<file path="src/rtl/mem_arb_pkg.sv">
// Shared types and constants for the unified-memory arbiter.
// States, grant-side encoding and wait-counter width.
package mem_arb_pkg;

  // Arbiter states
  typedef enum logic [1:0] {
    IDLE   = 2'd0,
    I_BUSY = 2'd1,
    D_BUSY = 2'd2
  } arb_state_t;

  // Grant side encoding (also the last_grant register)
  localparam logic GNT_I = 1'b0;
  localparam logic GNT_D = 1'b1;

  // Wait counter; it restarts on every grant, so 4 bits
  // cover the whole 1..15 latency range without wrapping.
  localparam int CNT_W = 4;

  typedef logic [CNT_W-1:0] cnt_t;

  function automatic cnt_t lat_to_cnt(input int lat);
    return cnt_t'(lat);
  endfunction

endpackage

</file>
<file path="src/rtl/mem_arb_pick.sv">
// Two-way request picker for the memory arbiter.
// Ports: i_elig/d_elig in, last_grant in, grant_valid/grant_side out.
module mem_arb_pick
  import mem_arb_pkg::*;
(
  input  logic i_elig,
  input  logic d_elig,
  input  logic last_grant,
  output logic grant_valid,
  output logic grant_side
);

  always_comb begin
    grant_valid = i_elig | d_elig;
    grant_side  = GNT_I;
    unique case (1'b1)
      // Conflict: alternate away from the last winner
      (i_elig & d_elig):  grant_side = ~last_grant;
      (d_elig & ~i_elig): grant_side = GNT_D;
      default:            grant_side = GNT_I;
    endcase
  end

endmodule

</file>
<file path="src/rtl/mem_arbiter.sv">
// Shares one single-port memory between I-fetch and D ports.
// Ports: clock/reset; i_req/i_addr -> i_ack/i_rdata;
// d_req/d_we/d_addr/d_wdata -> d_ack/d_rdata;
// mem_en/mem_we/mem_addr/mem_wdata -> memory, mem_rdata <-;
// busy = an access is in flight.
module mem_arbiter
  import mem_arb_pkg::*;
#(
  parameter int ADDR_WIDTH  = 32,
  parameter int DATA_WIDTH  = 32,
  parameter int MEM_LATENCY = 2
) (
  input  logic                  clock,
  input  logic                  reset,
  input  logic                  i_req,
  input  logic [ADDR_WIDTH-1:0] i_addr,
  output logic                  i_ack,
  output logic [DATA_WIDTH-1:0] i_rdata,
  input  logic                  d_req,
  input  logic                  d_we,
  input  logic [ADDR_WIDTH-1:0] d_addr,
  input  logic [DATA_WIDTH-1:0] d_wdata,
  output logic                  d_ack,
  output logic [DATA_WIDTH-1:0] d_rdata,
  output logic                  mem_en,
  output logic                  mem_we,
  output logic [ADDR_WIDTH-1:0] mem_addr,
  output logic [DATA_WIDTH-1:0] mem_wdata,
  input  logic [DATA_WIDTH-1:0] mem_rdata,
  output logic                  busy
);

  localparam cnt_t LAT = lat_to_cnt(MEM_LATENCY);

  arb_state_t state;
  cnt_t       cnt;
  logic       last_grant;

  logic i_elig;
  logic d_elig;
  logic gnt_v;
  logic gnt_s;
  logic lat_hit;

  // A side being acked this cycle must not be re-granted
  // on the same, still-high request.
  assign i_elig  = i_req & ~i_ack;
  assign d_elig  = d_req & ~d_ack;
  assign lat_hit = (cnt == LAT);
  assign busy    = (state != IDLE);

  mem_arb_pick u_pick (
    .i_elig      (i_elig),
    .d_elig      (d_elig),
    .last_grant  (last_grant),
    .grant_valid (gnt_v),
    .grant_side  (gnt_s)
  );

  always_ff @(posedge clock or posedge reset) begin
    if (reset) begin
      state      <= IDLE;
      cnt        <= '0;
      last_grant <= GNT_I;
      i_ack      <= 1'b0;
      d_ack      <= 1'b0;
      i_rdata    <= '0;
      d_rdata    <= '0;
      mem_en     <= 1'b0;
      mem_we     <= 1'b0;
      mem_addr   <= '0;
      mem_wdata  <= '0;
    end else begin
      i_ack  <= 1'b0;
      d_ack  <= 1'b0;
      mem_en <= 1'b0;
      unique case (state)
        IDLE: begin
          if (gnt_v) begin
            last_grant <= gnt_s;
            cnt        <= '0;
            mem_en     <= 1'b1;
            if (gnt_s == GNT_D) begin
              state     <= D_BUSY;
              mem_addr  <= d_addr;
              mem_we    <= d_we;
              mem_wdata <= d_wdata;
            end else begin
              state     <= I_BUSY;
              mem_addr  <= i_addr;
              mem_we    <= 1'b0;
              mem_wdata <= '0;
            end
          end
        end
        I_BUSY: begin
          if (lat_hit) begin
            i_rdata <= mem_rdata;
            i_ack   <= 1'b1;
            state   <= IDLE;
          end else begin
            cnt <= cnt + 1'b1;
          end
        end
        D_BUSY: begin
          if (lat_hit) begin
            // Stores leave the load register untouched
            if (!mem_we) begin
              d_rdata <= mem_rdata;
            end
            d_ack <= 1'b1;
            state <= IDLE;
          end else begin
            cnt <= cnt + 1'b1;
          end
        end
        default: state <= IDLE;
      endcase
    end
  end

endmodule

</file>
<file path="config.mk">
export PLATFORM = sky130hd
export DESIGN_NAME = mem_arbiter
export DESIGN_NICKNAME = d
export VERILOG_FILES = /design/src/rtl/mem_arb_pkg.sv /design/src/rtl/mem_arb_pick.sv /design/src/rtl/mem_arbiter.sv
export SDC_FILE = /design/constraint.sdc
export NUM_CORES = 1
export LEC_CHECK = 0
export ABC_AREA = 1
export BUFFER_PORTS_ARGS = -buffer_cell sky130_fd_sc_hd__buf_2
export CAP_MARGIN = 20
export CORE_ASPECT_RATIO = 0.5
export CORE_MARGIN = 2
export CORE_UTILIZATION = 30
export CTS_CLUSTER_SIZE = 24
export DETAILED_ROUTE_END_ITERATION = 16
export PLACE_DENSITY = 0.66
export SLEW_MARGIN = 20
export SYNTH_ARGS = -nofsm -noshare
export SYNTH_HDL_FRONTEND = slang
export SYNTH_SLANG_ARGS = --single-unit
</file>
<file path="constraint.sdc">
create_clock -name clock -period 11.6 [get_ports clock]
set_input_delay 2.32 -clock clock [delete_from_list [all_inputs] [get_ports clock]]
set_output_delay 2.32 -clock clock [all_outputs]
set_load 0.1 [all_outputs]
</file>
==> metrics.cfg, run 1 <==
[setup_path]
cp_max_fo=34
rr_worst_depth=7
critPathArrivalTime_ns=4.41
cp-endpoint=state[1]
timing.rr.end=state[1]
start_kind=input port
reg2reg_from=d_ack
worstPathRequired_ns=11.95
startpoint=d_req
rrSetupSlack_ns=9.10
end_kind=flop
crit_type=in -> reg

[place]
post-dp-hpwl_mm=11.8
port_buffers=265
gp_congestion=0.807

[detailed_routing]
wirelength_mm=17.3
drt_iter0_markers=363
num_vias=5450
ant_nets=0
detail_route.wl_per_cell_um=14.0
drc=0
first_pass_iters=4
post_drt_via_cell_ratio=4.42

[clock_network]
htree_levels=4
holdBufCountCts=0
cts_root_buffer=clkbuf_16
tritoncts=built
clkTransAtPathRegs_ns=0.06
cts.sinks=139
clk_latency_ns=0.43
cts_resized=0
cts_setup_buffers=0
max-clock-path-buffers=2
cts_buffers=17

[logic_synthesis]
async_flop_share_pct=100
ys_types=23
synth_area_um2=6180
synth.area.top_cells=dfrtp_1 (56%), nand2_1 (15%), nand3_1 (5.7%)
synth.avg_cell_area_um2=8.86
synth_flop_cell=dfrtp_1
synth-seq-area-share_pct=56.3
synthTopCellsByCount=nand2_1 (251), dfrtp_1 (139), inv_1 (77)
ys_warn_count=0
syn_inst=698
synth_edf_count=0
syn_nets=836
ys_ff_latch=139
synth_top_cell_area_share_pct=56.3
synth_area_leader_cell=dfrtp_1
synth.most_common_cell=nand2_1

[finish]
syn_to_final_growth_pct=34.3
final_nets=1086
final_layout_size_suffix_gt1_share_pct=36.1
antenna_cells=0

[timing]
tightestPinTransition_ns=0.782
fmax_ghz=0.246
timing.final.crit_share_pct=35.0
final_hold_viol_count=0
slew_headroom_pct=47.8
skew_ns=0.0173
min_period_ns=4.06
drv_slew=0
setup_viol=0
timing.setup.tns_ns=0
grt_setup_unrepaired=false

[floorplanning]
core_um2=20400
die_area_um2=21800
floorplan.initialDensity_pct=30.4
io_pins=266
rows=37
fp.dieW_um=207
die_h_um=106

[grt]
busiest_layer=met2
antenna_found_initial=0
grt_pass1_vias=5427
grt_overflow=0
track_usage_pct=15.8
grt_max_degree=81
use_met2_pct=28.2
grt_pass1_wl_mm=27.6
use_met3_pct=4.17
use_met1_pct=18.1

[outcome]
run_status=finished, final reports clean

[job]
cap_viol_max_count=0

[hold_path]
hold_path.class=reg -> reg

cell families after synthesis:
kind of cell	after synthesis	synth area share [%]
flops	139	56.3
compound gates	68	7.51
buf+inv	120	9.11
simple gates	366	26.1
fa+ha+maj	5	1.01
critical path, stage by stage:
cell	delay (ns)
buf_2	0.08
nand2_1	0.09
inv_2	0.46
nand2_2	0.54
inv_2	0.62
nand2_1	0.13
o21ai_0	0.16
flip-flops by register name, indices dropped and copies added, names as in the netlist:
register,count
last_grant,1
i_rdata,32
d_rdata,32
state,2
i_ack,1
mem_en,1
d_ack,1
mem_wdata,32
mem_we,1
cnt,4
mem_addr,32
cell type report:
cell class	instances	area, um^2
Clock buffer	20	457
Clock inverter	12	208
Fill cell	2051	12100
Inverter	81	309
Multi-Input combinational cell	439	2140
Sequential cell	139	3480
Tap cell	273	342
Timing Repair Buffer	270	1370
per-stage QoR:
step,std cells,utilization (%),area [um^2],hold WS (ns),setup slack [ns]
2_1_floorplan,698,-,6180,0.450,5.56
5_1_grt,1234,40.8,8310,0.496,7.24
3_3_place_gp,1202,37.5,7640,0.459,7.09
4_1_cts,1234,40.8,8300,0.477,7.53
6_report,1234,40.8,8310,0.474,7.54
3_5_place_dp,1202,37.5,7640,0.460,7.09
per-layer routing:
layer / vias up / part of all wire, %
met5: - / 0
met4: 0 / 2.6
met3: 35 / 4.0
met2: 145 / 52
met1: 2591 / 42
li1: 2679 / -
cell usage in the layout, fill, tap and decap left out, drive strengths merged, types with 5 or more instances in the layout:
| cell type | netlist | layout |
|---|---|---|
| o21ai | 66 | 66 |
| ha | 5 | 5 |
| nand3 | 71 | 71 |
| buf | 33 | 270 |
| nand2 | 255 | 255 |
| nand3b | 32 | 32 |
| nor2 | 5 | 5 |
| dfrtp | 139 | 139 |
| clkbuf | 6 | 20 |
| inv | 81 | 85 |
| bufinv | 0 | 5 |
how the worst min path moves through the flow:
stage | startpoint | end | slack (ns) | cells after the start
2_1_floorplan | last_grant | last_grant | 0.45 | 2
3_3_place_gp | d_rdata[20] | d_rdata[20] | 0.46 | 2
3_5_place_dp | mem_wdata[6] | mem_wdata[6] | 0.46 | 2
4_1_cts | mem_wdata[6] | mem_wdata[6] | 0.48 | 2
5_1_grt | mem_wdata[12] | mem_wdata[12] | 0.50 | 2
6_report | mem_wdata[6] | mem_wdata[6] | 0.47 | 2
Power of run 1 is left out: the tool's default activity adds up to more than one toggle a clock period on the data nets, which glitch-free logic cannot reach.
==> run 2: changes to the inputs <==
clock period = 4.1 ns   (was 11.6 ns; I/O delays follow)
==> metrics.cfg, run 2 (synthesized netlist as in run 1, its figures left out) <==
[clock_network]
cts_root_buffer=clkbuf_16
cts_setup_buffers=0
clkTransAtPathRegs_ns=0.06
htree_levels=4
max-clock-path-buffers=2
cts.sinks=139
tritoncts=built
cts_buffers=17
holdBufCountCts=0
cts_resized=0
clk_latency_ns=0.41

[grt]
use_met1_pct=18.6
use_met2_pct=27.9
grt_overflow=0
grt_pass1_wl_mm=27.4
grt_pass1_vias=5389
use_met3_pct=3.28
busiest_layer=met2
antenna_found_initial=0
track_usage_pct=15.6
grt_max_degree=76

[detailed_routing]
detail_route.wl_per_cell_um=13.7
ant_nets=0
drt_iter0_markers=404
post_drt_via_cell_ratio=4.35
num_vias=5372
wirelength_mm=16.9
drc=0
first_pass_iters=4

[floorplanning]
floorplan.initialDensity_pct=30.4
rows=37
die_h_um=106
fp.dieW_um=207
die_area_um2=21800
io_pins=266
core_um2=20400

[timing]
tightestPinTransition_ns=0.994
timing.final.crit_share_pct=63.4
final_hold_viol_count=0
fmax_ghz=0.385
timing.setup.tns_ns=0
min_period_ns=2.60
drv_slew=0
slew_headroom_pct=33.5
skew_ns=0.0108
grt_setup_unrepaired=false
setup_viol=0

[place]
post-dp-hpwl_mm=12.1
port_buffers=265
gp_congestion=0.859

[setup_path]
start_kind=input port
end_kind=flop
cp_max_fo=34
critPathArrivalTime_ns=2.92
worstPathRequired_ns=4.42
critical_path.cell_chain=buf_2, nand2_1, inv_2, nand2_2, inv_2, nand2_1, o21ai_0
slowest_delay_ns=0.61
critPathSlowestCell=inv_2
crit_type=in -> reg

[finish]
final_layout_size_suffix_gt1_share_pct=36.1
antenna_cells=0
layout_commonest_cell=buf_2
nFillCells=2047
syn_to_final_growth_pct=33.1
final_cell_mix=buf_2 (265), nand2_1 (250), dfrtp_1 (139)
final_nets=1087

[hold_path]
hold_path.class=reg -> reg

[outcome]
run_status=finished, final reports clean

[job]
cap_viol_max_count=0

-- run 2: cell type report --
cell class              count  area (um^2)  area share [%]
repair buffers            271         1380            16.8
well taps                 273          342            4.15
clock buffers              18          429            5.22
inverters                  81          308            3.74
multi-input cells         439         2140            26.1
flip-flops and latches    139         3480            42.3
clock inverters            13          144            1.75
-- run 2: worst max-delay path, delay by kind of cell --
family | cells | cell delay [ns]
buf+inv | 3 | 1.13
simple gates | 3 | 0.76
compound gates | 1 | 0.18
-- run 2: final timing paths --
| check | startpoint | endpoint | slack (ns) | cells past startpoint |
|---|---|---|---|---|
| min reg2reg | mem_addr[4] | mem_addr[4] | 0.47 | 2 |
| min | mem_addr[4] | mem_addr[4] | 0.47 | 2 |
| max | d_req | state[1] | 1.50 | 7 |
| max in group asynchronous | reset | i_rdata[31] | 2.82 | 3 |
| min in group asynchronous | reset | mem_wdata[21] | 0.53 | 3 |
| max reg2reg | d_ack | state[1] | 1.57 | 7 |
-- run 2: stage by stage --
step / hold slack (ns) / std cells / worst slack [ns] / util (%) / area [um^2]
final: 0.471 / 1234 / 1.50 / 40.4 / 8230
after global routing: 0.497 / 1234 / 1.28 / 40.4 / 8230
after CTS: 0.476 / 1234 / 1.48 / 40.4 / 8230
after detailed placement: 0.460 / 1203 / 1.02 / 37.6 / 7660
after global placement: 0.459 / 1203 / 1.13 / 37.6 / 7660
after floorplan: 0.450 / 698 / 1.54 / - / 6190
-- run 2: per-layer routing --
| metal | up-vias | share of wire, % | wire length [um] |
|---|---|---|---|
| li1 | 2686 | - | - |
| met1 | 2533 | 42 | 7040 |
| met2 | 130 | 53 | 8910 |
| met3 | 23 | 4.2 | 712 |
| met4 | 0 | 1.5 | 255 |
| met5 | - | 0 | 0 |
Power of run 2 is left out for the same reason.
==> run 3: changes to the inputs <==
ABC_AREA = 0   (was 1)
PLACE_DENSITY = 0.67   (was 0.66)
clock period = 2.7 ns   (was 4.1 ns; I/O delays follow)
==> metrics.cfg, run 3 <==
[timing]
min_period_ns=2.37
fmax_ghz=0.422
slew_headroom_pct=38.4
skew_ns=0.00816
drv_slew=0
grt_setup_unrepaired=false
setup_viol=0
final_hold_viol_count=0
timing.setup.tns_ns=0
timing.final.crit_share_pct=87.7
tightestPinTransition_ns=0.925

[logic_synthesis]
synthTopCellsByCount=dfrtp_1 (139), mux2_2 (34), a22o_1 (33)
syn_nets=518
synth-seq-area-share_pct=60.7
synth_top_cell_area_share_pct=60.7
ys_ff_latch=139
async_flop_share_pct=100
synth.area.top_cells=dfrtp_1 (61%), mux2_4 (7.6%), mux2_2 (6.7%)
synth_flop_cell=dfrtp_1
syn_inst=380
ys_types=44
ys_warn_count=0
synth_area_leader_cell=dfrtp_1
synth_area_um2=5730
synth_edf_count=0
synth.most_common_cell=dfrtp_1
synth.avg_cell_area_um2=15.1

[setup_path]
critPathArrivalTime_ns=1.83
cp_top_family=buffers and inverters
path_buf_inv=3
cp_max_fo=9
crit_type=reg -> out
start_kind=flop
worstPathRequired_ns=2.16
end_kind=output port
critical_path.cell_chain=inv_1, ha_1, inv_1, buf_2
slowest_delay_ns=0.46
critPathSlowestCell=buf_2
crit_path_frequent_cell=inv_1

[clock_network]
cts_setup_buffers=0
htree_levels=4
cts_resized=0
clkTransAtPathRegs_ns=0.07
cts_root_buffer=clkbuf_16
cts.sinks=139
tritoncts=built
cts_buffers=17
clk_latency_ns=0.41
max-clock-path-buffers=2
holdBufCountCts=0

[finish]
final_cell_mix=buf_2 (265), dfrtp_1 (139), mux2_2 (34)
instances_no_fill=917
final_nets=783
syn_to_final_growth_pct=38.2
layout_commonest_cell=buf_2
final_layout_size_suffix_gt1_share_pct=57.8
final_util_pct=42.6
antenna_cells=0

[place]
dp_cells=885
post-dp-hpwl_mm=10.5
gp_congestion=0.773
port_buffers=265

[grt]
grt_overflow=0
grt_max_degree=45
grt_pass1_wl_mm=22.7
antenna_found_initial=0
track_usage_pct=14.4
grt_pass1_vias=4315

[job]
cap_viol_max_count=0

[outcome]
run_status=finished, final reports clean

[floorplanning]
floorplan.initialDensity_pct=30.9
io_pins=266
core_um2=18600
rows=35
die_area_um2=20300
fp.dieW_um=199
die_h_um=102

[detailed_routing]
num_vias=4236
wirelength_mm=14.8
detail_route.wl_per_cell_um=16.2
first_pass_iters=4
drc=0
drt_iter0_markers=166
ant_nets=0
post_drt_via_cell_ratio=4.62

[hold_path]
hold_path.class=in -> async

==> run 3: cell types whose count changed in the layout (fill, tap and decap cells not counted), moves of 29 or more <==
cell,previous run,this run
a221o_1,0,32
mux2_4,0,29
a22o_1,0,33
nand3_1,71,4
o21ai_2,33,0
mux2_2,0,34
and3_1,0,32
inv_1,76,7
nand2_1,250,1
nand3b_1,32,1
==> run 3: worst register-to-register path, stage by stage (launching register included) <==
cell	delay [ns]
dfrtp_1	0.41
inv_1	0.10
ha_1	0.17
nor3b_4	0.38
and2_4	0.39
buf_12	0.24
mux2_2	0.36
==> run 3: kinds of logic after synthesis <==
| family | share of synthesized area, % |
|---|---|
| mux | 14.5 |
| buf+inv | 4.39 |
| flops | 60.7 |
| compound gates | 12.8 |
| simple gates | 6.53 |
| fa+ha+maj | 1.09 |
==> run 3: metrics by stage <==
stage          worst slack, ns  area (um^2)  hold slack, ns
2_1_floorplan            0.425         5730           0.485
3_5_place_dp             0.530         7310           0.488
4_1_cts                  0.305         7920           0.234
5_1_grt                  0.256         7920           0.264
6_report                 0.333         7920           0.234
3_3_place_gp             0.577         7310           0.476
==> run 3: final timing paths <==
kind                             start       endpoint  slack (ns)  cells past startpoint
setup / recovery              state[0]           busy        0.33                      4
hold / removal                   reset  mem_wdata[23]        0.23                      2
setup reg to reg                cnt[0]    i_rdata[27]        0.54                      6
hold reg to reg            d_rdata[10]    d_rdata[10]        0.50                      1
max in group asynchronous        reset    i_rdata[17]        1.72                      3
min in group clock          d_wdata[4]   mem_wdata[4]        0.34                      2
==> run 3: final cells by class <==
| cell class | instances | area [um^2] |
|---|---|---|
| Clock buffer | 18 | 429 |
| Clock inverter | 14 | 184 |
| Fill cell | 1798 | 10600 |
| Inverter | 8 | 33.8 |
| Multi-Input combinational cell | 204 | 2020 |
| Sequential cell | 139 | 3480 |
| Tap cell | 259 | 324 |
| Timing Repair Buffer | 275 | 1450 |
==> run 3: layer usage <==
| metal | share of wire [%] | global-route usage (%) | wire (um) | up-vias |
|---|---|---|---|---|
| met5 | 0 | 0 | 0 | - |
| met4 | 2.2 | 6.61 | 323 | 0 |
| met3 | 3.1 | 2.80 | 466 | 28 |
| met2 | 53 | 25.3 | 7800 | 106 |
| met1 | 42 | 17.5 | 6230 | 2138 |
| li1 | - | - | - | 1964 |
Power of run 3 is left out for the same reason.
